### src/rtl/regfile_write_arbiter_pkg.sv
// Shared types and constants for the register-file write arbiter.
// Requester IDs double as the select encoding on the write port.
package regfile_write_arbiter_pkg;

  typedef enum logic [1:0] {
    ST_IDLE  = 2'd0,
    ST_WRITE = 2'd1,
    ST_HOLD  = 2'd2
  } arbState_t;

  localparam logic REQ_A = 1'b1;
  localparam logic REQ_B = 1'b0;

  localparam int COUNT_W = 8;

endpackage

### src/rtl/regfile_write_arbiter_if.sv
// Bus between the two writeback requesters, the hold control and the register file.
interface regfile_write_arbiter_if #(
  parameter int DATA_W = 16,
  parameter int ADDR_W = 3
);

  logic                 a_valid;
  logic [ADDR_W-1:0]    a_dest;
  logic [DATA_W-1:0]    a_data;
  logic                 a_ready;
  logic                 b_valid;
  logic [ADDR_W-1:0]    b_dest;
  logic [DATA_W-1:0]    b_data;
  logic                 b_ready;
  logic                 wr_hold;
  logic                 regWrite;
  logic [ADDR_W-1:0]    rd1;
  logic [ADDR_W-1:0]    rd2;
  logic                 select;
  logic [DATA_W-1:0]    writeData;
  logic [2**ADDR_W-1:0] pending_mask;
  logic [7:0]           wr_count;

  modport slave (
    input  a_valid, a_dest, a_data, b_valid, b_dest, b_data, wr_hold,
    output a_ready, b_ready, regWrite, rd1, rd2, select, writeData, pending_mask, wr_count
  );

  modport master (
    output a_valid, a_dest, a_data, b_valid, b_dest, b_data, wr_hold,
    input  a_ready, b_ready, regWrite, rd1, rd2, select, writeData, pending_mask, wr_count
  );

endinterface

### src/rtl/regfile_write_arbiter_rr_arbiter2.sv
// Two-requester round-robin grant; the pointer remembers the last winner
// and only moves when a grant is actually issued.
module rr_arbiter2
  import regfile_write_arbiter_pkg::*;
(
  input  logic clk,
  input  logic reset,
  input  logic enable,
  input  logic reqA,
  input  logic reqB,
  output logic grantA,
  output logic grantB
);

  logic lastGrant;

  always_comb begin
    grantA = 1'b0;
    grantB = 1'b0;
    if (enable) begin
      if (reqA && reqB) begin
        if (lastGrant == REQ_A) grantB = 1'b1;
        else                    grantA = 1'b1;
      end else begin
        grantA = reqA;
        grantB = reqB;
      end
    end
  end

  // Starting from "B won last" gives A priority out of reset.
  always_ff @(posedge clk or posedge reset) begin
    if (reset)       lastGrant <= REQ_B;
    else if (grantA) lastGrant <= REQ_A;
    else if (grantB) lastGrant <= REQ_B;
  end

endmodule

### src/rtl/regfile_write_arbiter.sv
// Arbitrates ALU and load writebacks onto a single register-file write port
// with one cycle of latency; an external hold blocks new grants.
//
// state    | meaning
// ST_IDLE  | no write presented; grants allowed
// ST_WRITE | write presented to the register file this cycle
// ST_HOLD  | external hold seen; no grants until it drops
module regfile_write_arbiter
  import regfile_write_arbiter_pkg::*;
#(
  parameter int DATA_W = 16,
  parameter int ADDR_W = 3
) (
  input logic                    clk,
  input logic                    reset,
  regfile_write_arbiter_if.slave bus
);

  arbState_t            state;
  arbState_t            nextState;
  logic                 grantA;
  logic                 grantB;
  logic                 accept;
  logic                 arbEnable;
  logic                 selectQ;
  logic [ADDR_W-1:0]    rd1Q;
  logic [ADDR_W-1:0]    rd2Q;
  logic [DATA_W-1:0]    dataQ;
  logic [COUNT_W-1:0]   countQ;
  logic [ADDR_W-1:0]    wrAddr;
  logic [2**ADDR_W-1:0] pendingMask;

  assign arbEnable = !reset && !bus.wr_hold && (state != ST_HOLD);
  assign accept    = grantA || grantB;

  rr_arbiter2 u_rr (
    .clk    (clk),
    .reset  (reset),
    .enable (arbEnable),
    .reqA   (bus.a_valid),
    .reqB   (bus.b_valid),
    .grantA (grantA),
    .grantB (grantB)
  );

  always_ff @(posedge clk or posedge reset) begin
    if (reset) state <= ST_IDLE;
    else       state <= nextState;
  end

  always_comb begin
    nextState = state;
    case (state)
      ST_IDLE, ST_WRITE: begin
        if (bus.wr_hold)  nextState = ST_HOLD;
        else if (accept)  nextState = ST_WRITE;
        else              nextState = ST_IDLE;
      end
      ST_HOLD: begin
        if (!bus.wr_hold) nextState = ST_IDLE;
      end
      default: nextState = ST_IDLE;
    endcase
  end

  // Only the winning side's address register moves; the other keeps its last value.
  always_ff @(posedge clk or posedge reset) begin
    if (reset) begin
      selectQ <= REQ_B;
      rd1Q    <= '0;
      rd2Q    <= '0;
      dataQ   <= '0;
      countQ  <= '0;
    end else begin
      if (accept) begin
        selectQ <= grantA ? REQ_A : REQ_B;
        if (grantA) rd1Q <= bus.a_dest;
        else        rd2Q <= bus.b_dest;
        dataQ   <= grantA ? bus.a_data : bus.b_data;
      end
      if (state == ST_WRITE) countQ <= countQ + 8'd1;
    end
  end

  assign wrAddr = (selectQ == REQ_A) ? rd1Q : rd2Q;

  always_comb begin
    pendingMask         = '0;
    pendingMask[wrAddr] = (state == ST_WRITE);
  end

  assign bus.a_ready      = grantA;
  assign bus.b_ready      = grantB;
  assign bus.regWrite     = (state == ST_WRITE);
  assign bus.select       = selectQ;
  assign bus.rd1          = rd1Q;
  assign bus.rd2          = rd2Q;
  assign bus.writeData    = dataQ;
  assign bus.pending_mask = pendingMask;
  assign bus.wr_count     = countQ;

endmodule

### src/flat_wrapper.sv
// flat-port wrapper written by rule: the top's interface ports become plain ports
module regfile_write_arbiter_flat import regfile_write_arbiter_pkg::*;
#(
  parameter int DATA_W = 16,
  parameter int ADDR_W = 3
)
  (clk, reset, bus_a_valid, bus_a_dest, bus_a_data, bus_b_valid, bus_b_dest, bus_b_data, bus_wr_hold, bus_a_ready, bus_b_ready, bus_regWrite, bus_rd1, bus_rd2, bus_select, bus_writeData, bus_pending_mask, bus_wr_count);
  regfile_write_arbiter_if #(.DATA_W(DATA_W), .ADDR_W(ADDR_W)) bus_i ();
  input logic clk;
  input logic reset;
  input wire logic [$bits(bus_i.a_valid)-1:0] bus_a_valid;
  input wire logic [$bits(bus_i.a_dest)-1:0] bus_a_dest;
  input wire logic [$bits(bus_i.a_data)-1:0] bus_a_data;
  input wire logic [$bits(bus_i.b_valid)-1:0] bus_b_valid;
  input wire logic [$bits(bus_i.b_dest)-1:0] bus_b_dest;
  input wire logic [$bits(bus_i.b_data)-1:0] bus_b_data;
  input wire logic [$bits(bus_i.wr_hold)-1:0] bus_wr_hold;
  output wire logic [$bits(bus_i.a_ready)-1:0] bus_a_ready;
  output wire logic [$bits(bus_i.b_ready)-1:0] bus_b_ready;
  output wire logic [$bits(bus_i.regWrite)-1:0] bus_regWrite;
  output wire logic [$bits(bus_i.rd1)-1:0] bus_rd1;
  output wire logic [$bits(bus_i.rd2)-1:0] bus_rd2;
  output wire logic [$bits(bus_i.select)-1:0] bus_select;
  output wire logic [$bits(bus_i.writeData)-1:0] bus_writeData;
  output wire logic [$bits(bus_i.pending_mask)-1:0] bus_pending_mask;
  output wire logic [$bits(bus_i.wr_count)-1:0] bus_wr_count;
  assign bus_i.a_valid = bus_a_valid;
  assign bus_i.a_dest = bus_a_dest;
  assign bus_i.a_data = bus_a_data;
  assign bus_i.b_valid = bus_b_valid;
  assign bus_i.b_dest = bus_b_dest;
  assign bus_i.b_data = bus_b_data;
  assign bus_i.wr_hold = bus_wr_hold;
  assign bus_a_ready = bus_i.a_ready;
  assign bus_b_ready = bus_i.b_ready;
  assign bus_regWrite = bus_i.regWrite;
  assign bus_rd1 = bus_i.rd1;
  assign bus_rd2 = bus_i.rd2;
  assign bus_select = bus_i.select;
  assign bus_writeData = bus_i.writeData;
  assign bus_pending_mask = bus_i.pending_mask;
  assign bus_wr_count = bus_i.wr_count;
  regfile_write_arbiter #(.DATA_W(DATA_W), .ADDR_W(ADDR_W)) u_core (.clk(clk), .reset(reset), .bus(bus_i));
endmodule
### config.mk
export PLATFORM = sky130hd
export DESIGN_NAME = regfile_write_arbiter_flat
export DESIGN_NICKNAME = d
export VERILOG_FILES = /design/src/rtl/regfile_write_arbiter_pkg.sv /design/src/rtl/regfile_write_arbiter_if.sv /design/src/rtl/regfile_write_arbiter_rr_arbiter2.sv /design/src/rtl/regfile_write_arbiter.sv /design/src/flat_wrapper.sv
export SDC_FILE = /design/constraint.sdc
export NUM_CORES = 1
export LEC_CHECK = 0
export BUFFER_PORTS_ARGS = -buffer_cell sky130_fd_sc_hd__buf_2
export CAP_MARGIN = 20
export CORE_UTILIZATION = 48
export DETAILED_ROUTE_END_ITERATION = 8
export HOLD_SLACK_MARGIN = 0.06
export PLACE_DENSITY = 0.84
export SYNTH_ARGS = -nofsm -noshare
export SYNTH_HDL_FRONTEND = slang
export SYNTH_HIERARCHICAL = 1
export SYNTH_SLANG_ARGS = --single-unit
### constraint.sdc
create_clock -name clk -period 3.1 [get_ports clk]
set_input_delay 0.465 -clock clk [delete_from_list [all_inputs] [get_ports clk]]
set_output_delay 0.465 -clock clk [all_outputs]
set_load 0.02 [all_outputs]
* After elaboration in Yosys (flattened, before gate mapping)
Cells that the tools add are included.
** Storage, ports and cells
- Register bits :: 34
- Word-level logic and storage cells :: 45
- Output and inout bits :: 42
- Input port bits :: 43
** Operators by class
- $add $sub $neg :: 1
- Reductions and logical operators :: 12
- Bitwise logic cells :: 2
- $lt $le $gt $ge :: 2
- Multiplexer cells :: 17
- Equal/unequal tests :: 4
** Operators with widths (number)
- 16-bit 2-to-1 mux :: 1
- 1-bit 2-to-1 mux :: 11
- 8-bit by 1-bit adder with 8-bit output, second input constant :: 1
- 8-bit AND :: 1
- 1-bit logical AND :: 4
- 3-bit by 4-bit less-than comparator with 1-bit output, second input constant :: 1
- 2-bit 2-to-1 mux :: 2
- 2-bit != test, second input constant :: 2
- 2-bit case mux with 2 select lines :: 1
- 2-bit AND reduction :: 2
- 1-bit demux with 3-bit select :: 1
- 3-bit by 1-bit greater-or-equal comparator with 1-bit output, second input constant :: 1
- 3-bit 2-to-1 mux :: 1
- 2-bit by 1-bit equality test with 1-bit output, second input constant :: 1
- 2-bit equality test, second input constant :: 1
- 1-bit zero test :: 2
- 2-bit zero test :: 1
- 2-bit nonzero test :: 1
- 2-bit OR reduction :: 1
- 1-bit logical OR :: 1
- 1-bit inverter :: 1

* Depth between registers and ports, before layout
- Depth in word-level cells :: 8
- Depth in mapped cells :: 8
- Mapped depth without buffers :: 7

* Modules after synthesis
Netlist, hierarchy kept.
** By module, submodules not included
- regfile_write_arbiter :: cells an instance 145, sequential area each 825.8 µm², instances 1, area an instance 1554.0 µm²
- rr_arbiter2 :: cells an instance 9, sequential area each 25.0 µm², instances 1, area an instance 65.1 µm²

* Worst setup path before layout
Ideal clock, no wire load.
- Path type :: input to register
- Start point :: input port reset
- End point :: register u_core.rd2Q[0], in the netlist u_core/bus.rd2[0]
- Path slack :: 1.004 ns
- Stages on the path :: 7
- Required time :: 2.975 ns
- Arrival :: 1.971 ns
- Buffers on the path :: 1
- Library setup time :: 0.125 ns
- Cells stage by stage :: a211oi_1 nand2_1 a21oi_1 buf_6 inv_2 nor2_2 mux2_2
** Between the ends
- Longest elaborated chain between the ends :: 6
- Elaborated cells between the ends (all ways) :: 8
- Those cells by class :: mux: 2; bitwise: 1; reduce/logical: 5
** Ends and longest elaborated chain
- from (decl) :: RTL line flat_wrapper.sv:10 : input logic reset;
- 1-bit zero test (no source line)
- 1-bit logical AND (2 in a row) :: RTL line regfile_write_arbiter.sv:33 : assign arbEnable = !reset && !bus.wr_hold && (state != ST_HOLD);
- 1-bit 2-to-1 mux :: RTL line regfile_write_arbiter_rr_arbiter2.sv:20 : if (enable) begin
- via bus_b_ready :: RTL line flat_wrapper.sv:19 : output wire logic [$bits(bus_i.b_ready)-1:0] bus_b_ready;
- 1-bit logical OR :: RTL line regfile_write_arbiter.sv:34 : assign accept = grantA || grantB;
- 2-bit AND reduction (no source line)
- to (signal assigned) :: RTL line regfile_write_arbiter.sv:78 : else rd2Q <= bus.b_dest;
- to (decl) :: RTL line regfile_write_arbiter.sv:27 : logic [ADDR_W-1:0] rd2Q;
The timed path passes the listed nets, and every way through them passes these cells.
A chain may end at the register's enable or synchronous reset.

* Final worst setup path
- Start point :: input port reset
- End point :: output port bus_a_ready
** Between the ends
- Longest elaborated chain between the ends :: 4
** Ends and longest elaborated chain
- 1-bit zero test (no source line)
- 1-bit logical AND (2 in a row) :: RTL line regfile_write_arbiter.sv:33
- via u_core.arbEnable :: RTL line regfile_write_arbiter.sv:24 : logic arbEnable;
- 1-bit 2-to-1 mux :: RTL line regfile_write_arbiter_rr_arbiter2.sv:20
- to (decl) :: RTL line flat_wrapper.sv:18 : output wire logic [$bits(bus_i.a_ready)-1:0] bus_a_ready;
The timed path passes the listed nets, and every way through them passes these cells.

==> flow_summary.json <==
{
  "avgSynthCellArea_um2": 10.5,
  "clk_pin_slew_worst_paths_ns": 0.10,
  "grt_pass1_vias": 1215,
  "start_util": 0.518,
  "top_layer": "met4",
  "finalInstanceArea_um2": 2130,
  "min-delay-start": "bus_wr_hold",
  "slew_headroom": 0.679,
  "required_ns": 2.63,
  "portBuffers": 84,
  "drt_iter0_markers": 53,
  "yosysMostFrequentCell": "dfrtp_1",
  "min_path_type": "primary input to flip-flop",
  "path_cells": "dlygate4sd3_1 > buf_2 > a211oi_1 > nand2_1 > a21oi_2 > buf_2",
  "diodes": 0,
  "wl_met3_um": 221,
  "cp_max_fo": 9,
  "cts-buffers-inserted": 5,
  "maxCapViolCount": 0,
  "io_pins": 85,
  "synthSimpleGateAreaFrac": 0.137,
  "synthFlopType": "dfrtp_1",
  "coreArea_um2": 3130,
  "power.density_nw_per_um2": 619,
  "netlist_area_um2": 1620,
  "cts_hold_buf": 1,
  "rrSetupSlack_ns": 1.08,
  "grt_max_degree": 34,
  "slew_violations": 0,
  "worst-setup-path-type": "primary input to output port",
  "setup_slack_ns": 0.340,
  "rsz0062_at_grt": "false",
  "clock_tree.root_cell": "clkbuf_4",
  "p_total_mw": 1.32,
  "instances_no_fill": 286,
  "place.gp.congestion": 0.771,
  "dp_slack_ns": 0.953,
  "critPathCaptureType": "output port",
  "fin_crit_sh": 0.890,
  "fin_hold_ws_ns": 0.326,
  "ys_async_sr_fraction": 1.00,
  "crit_slowest_cell": "dlygate4sd3_1",
  "tritoncts": "built",
  "ant_nets": 0,
  "wire_per_inst_um": 12.5,
  "vias_per_cell": 5.00,
  "yosys.area.top_type": "dfrtp_1",
  "tightest_slew_ns": 0.480,
  "synth_top_cell_area_share": 0.526,
  "fmax_mhz": 362,
  "antenna_found_initial": 0,
  "dieArea_um2": 3610,
  "whs_endpoint": "u_core/state[0]",
  "clock_path_buffers": 2,
  "rr_endpoint": "u_core/bus.writeData[11]",
  "final_core_util": 0.682,
  "synth_compound_area_frac": 0.0943,
  "rows": 20,
  "nets": 285,
  "clock_latency_ns": 0.32,
  "h-tree-depth": 2,
  "setup_viol": 0,
  "rr_worst_depth": 6,
  "drt_wl_total_um": 3570,
  "min_period_ns": 2.76,
  "grt_util_all_layers": 0.212,
  "die_h_um": 60.1,
  "cp_common_cell": "buf_2",
  "drt-met1-wl_um": 1530,
  "ys_types": 32,
  "synth-xor-area-share": 0.0379,
  "status": "finished clean",
  "ys_top_cells_by_area": "dfrtp_1 53%, mux2i_1 11%, nand2_1 5.1%",
  "setup-tns-final_ns": 0,
  "synth_edf_count": 0,
  "start_kind": "primary input",
  "final_hold_viol_count": 0,
  "synth_top_family_by_area": "multiplexers",
  "cts_setup_buffers": 0,
  "synth_seq_cells": 34,
  "overflow": 0,
  "cp.arrival_ns": 2.30,
  "ys.warnings.count": 6,
  "synth_common_cells": "34 x dfrtp_1, 22 x nand2_1, 17 x mux2i_1, 15 x o21ai_0, 11 x nor2_1",
  "reg2reg_from": "u_core/state[0]",
  "vdd_drop_max_mv": 0.344,
  "crit_start": "reset",
  "p_leak_nw": 1.07,
  "slowest_delay_ns": 0.55,
  "dr.pass1.iters": 4,
  "area_delta_synth_final_pct": 31.8,
  "vias": 1431,
  "die_w_um": 60.1,
  "drive_above_1_share": 0.434,
  "dp_hpwl_um": 2700,
  "synthAdderAreaFrac": 0.00773,
  "numClockSinks": 34,
  "cts_resized": 0,
  "netlist_instances": 154,
  "drc": 0,
  "clock-skew-final_ns": 0.00497,
  "syn_nets": 198,
  "dpl.cell_count": 277,
  "grt_pass1_wl_um": 5450,
  "place_area_um2": 2060,
  "holdPathStages": 2,
  "dr_wl_met2_um": 1750,
  "synth_seq_area_share": 0.526,
  "synthMuxAreaShare": 0.147
}
how the worst max path moves through the flow:
stage,end,slack (ns),cells past startpoint
3_3_place_gp,bus_a_ready,1.00,5
6_report,bus_a_ready,0.34,6
2_1_floorplan,u_core/bus.rd2[0],1.00,7
4_1_cts,bus_a_ready,0.39,6
3_5_place_dp,u_core/bus.rd2[1],0.95,8
5_1_grt,bus_a_ready,0.25,6
cells by family (layout without fill, tap and decap cells):
logic type,Yosys count,after routing
AND/OR/NAND/NOR,48,48
multiplexers,23,23
adder cells (fa/ha/maj),1,1
AO/OA/AOI/OAI,27,27
XOR/XNOR,7,7
flip-flops,34,34
buffers and inverters,14,102
critical path: cells and delay by family:
family / cells / cell delay (ns)
compound gates: 2 / 0.71
buf+inv: 3 / 0.94
simple gates: 1 / 0.17
area by class of cell:
type	instances	area, um2
inverters	6	22.5
clock buffers	7	55.1
multi-input cells	106	693
fillers	275	993
repair buffers	88	453
flip-flops and latches	34	851
well taps	44	55.1
clock inverters	1	5.00
power breakdown:
part / total, mW / internal, mW / leakage [nW] / switching, mW
combinational: 0.431 / 0.173 / 0.610 / 0.258
sequential: 0.639 / 0.546 / 0.426 / 0.0937
clock: 0.250 / 0.110 / 0.0353 / 0.140
total: 1.32 / 0.829 / 1.07 / 0.491
registers in the layout, summed over array words and instances, names as in the netlist:
name	cells
u_core/bus.writeData	16
u_core/bus.wr_count	8
u_core/bus.rd1	3
u_core/bus.rd2	3
u_core/state	2
u_core/bus.select	1
u_core/u_rr/lastGrant	1
placed cells by master, fill, tap and decap left out, drive strengths merged:
| cell type | count |
|---|---|
| o21ai | 17 |
| a21o | 1 |
| a2bb2oi | 1 |
| inv | 6 |
| clkbuf | 7 |
| buf | 87 |
| mux2 | 6 |
| xor2 | 1 |
| ha | 1 |
| mux2i | 17 |
| dfrtp | 34 |
| a21oi | 4 |
| and3 | 3 |
| nand2 | 22 |
| and3b | 1 |
| nor2b | 1 |
| a21boi | 1 |
| nand4 | 5 |
| clkinv | 1 |
| a211oi | 1 |
| xnor2 | 6 |
| nand2b | 1 |
| nor2 | 12 |
| nor3b | 1 |
| nor3 | 2 |
| dlygate4sd3 | 1 |
| a31oi | 2 |
metal layers:
| layer | vias up | track usage |
|---|---|---|
| li1 | 701 | - |
| met1 | 663 | 0.273 |
| met2 | 59 | 0.330 |
| met3 | 8 | 0.0541 |
| met4 | 0 | 0.110 |
| met5 | - | 0 |
Note: power is estimated with default switching activity, not from simulation.
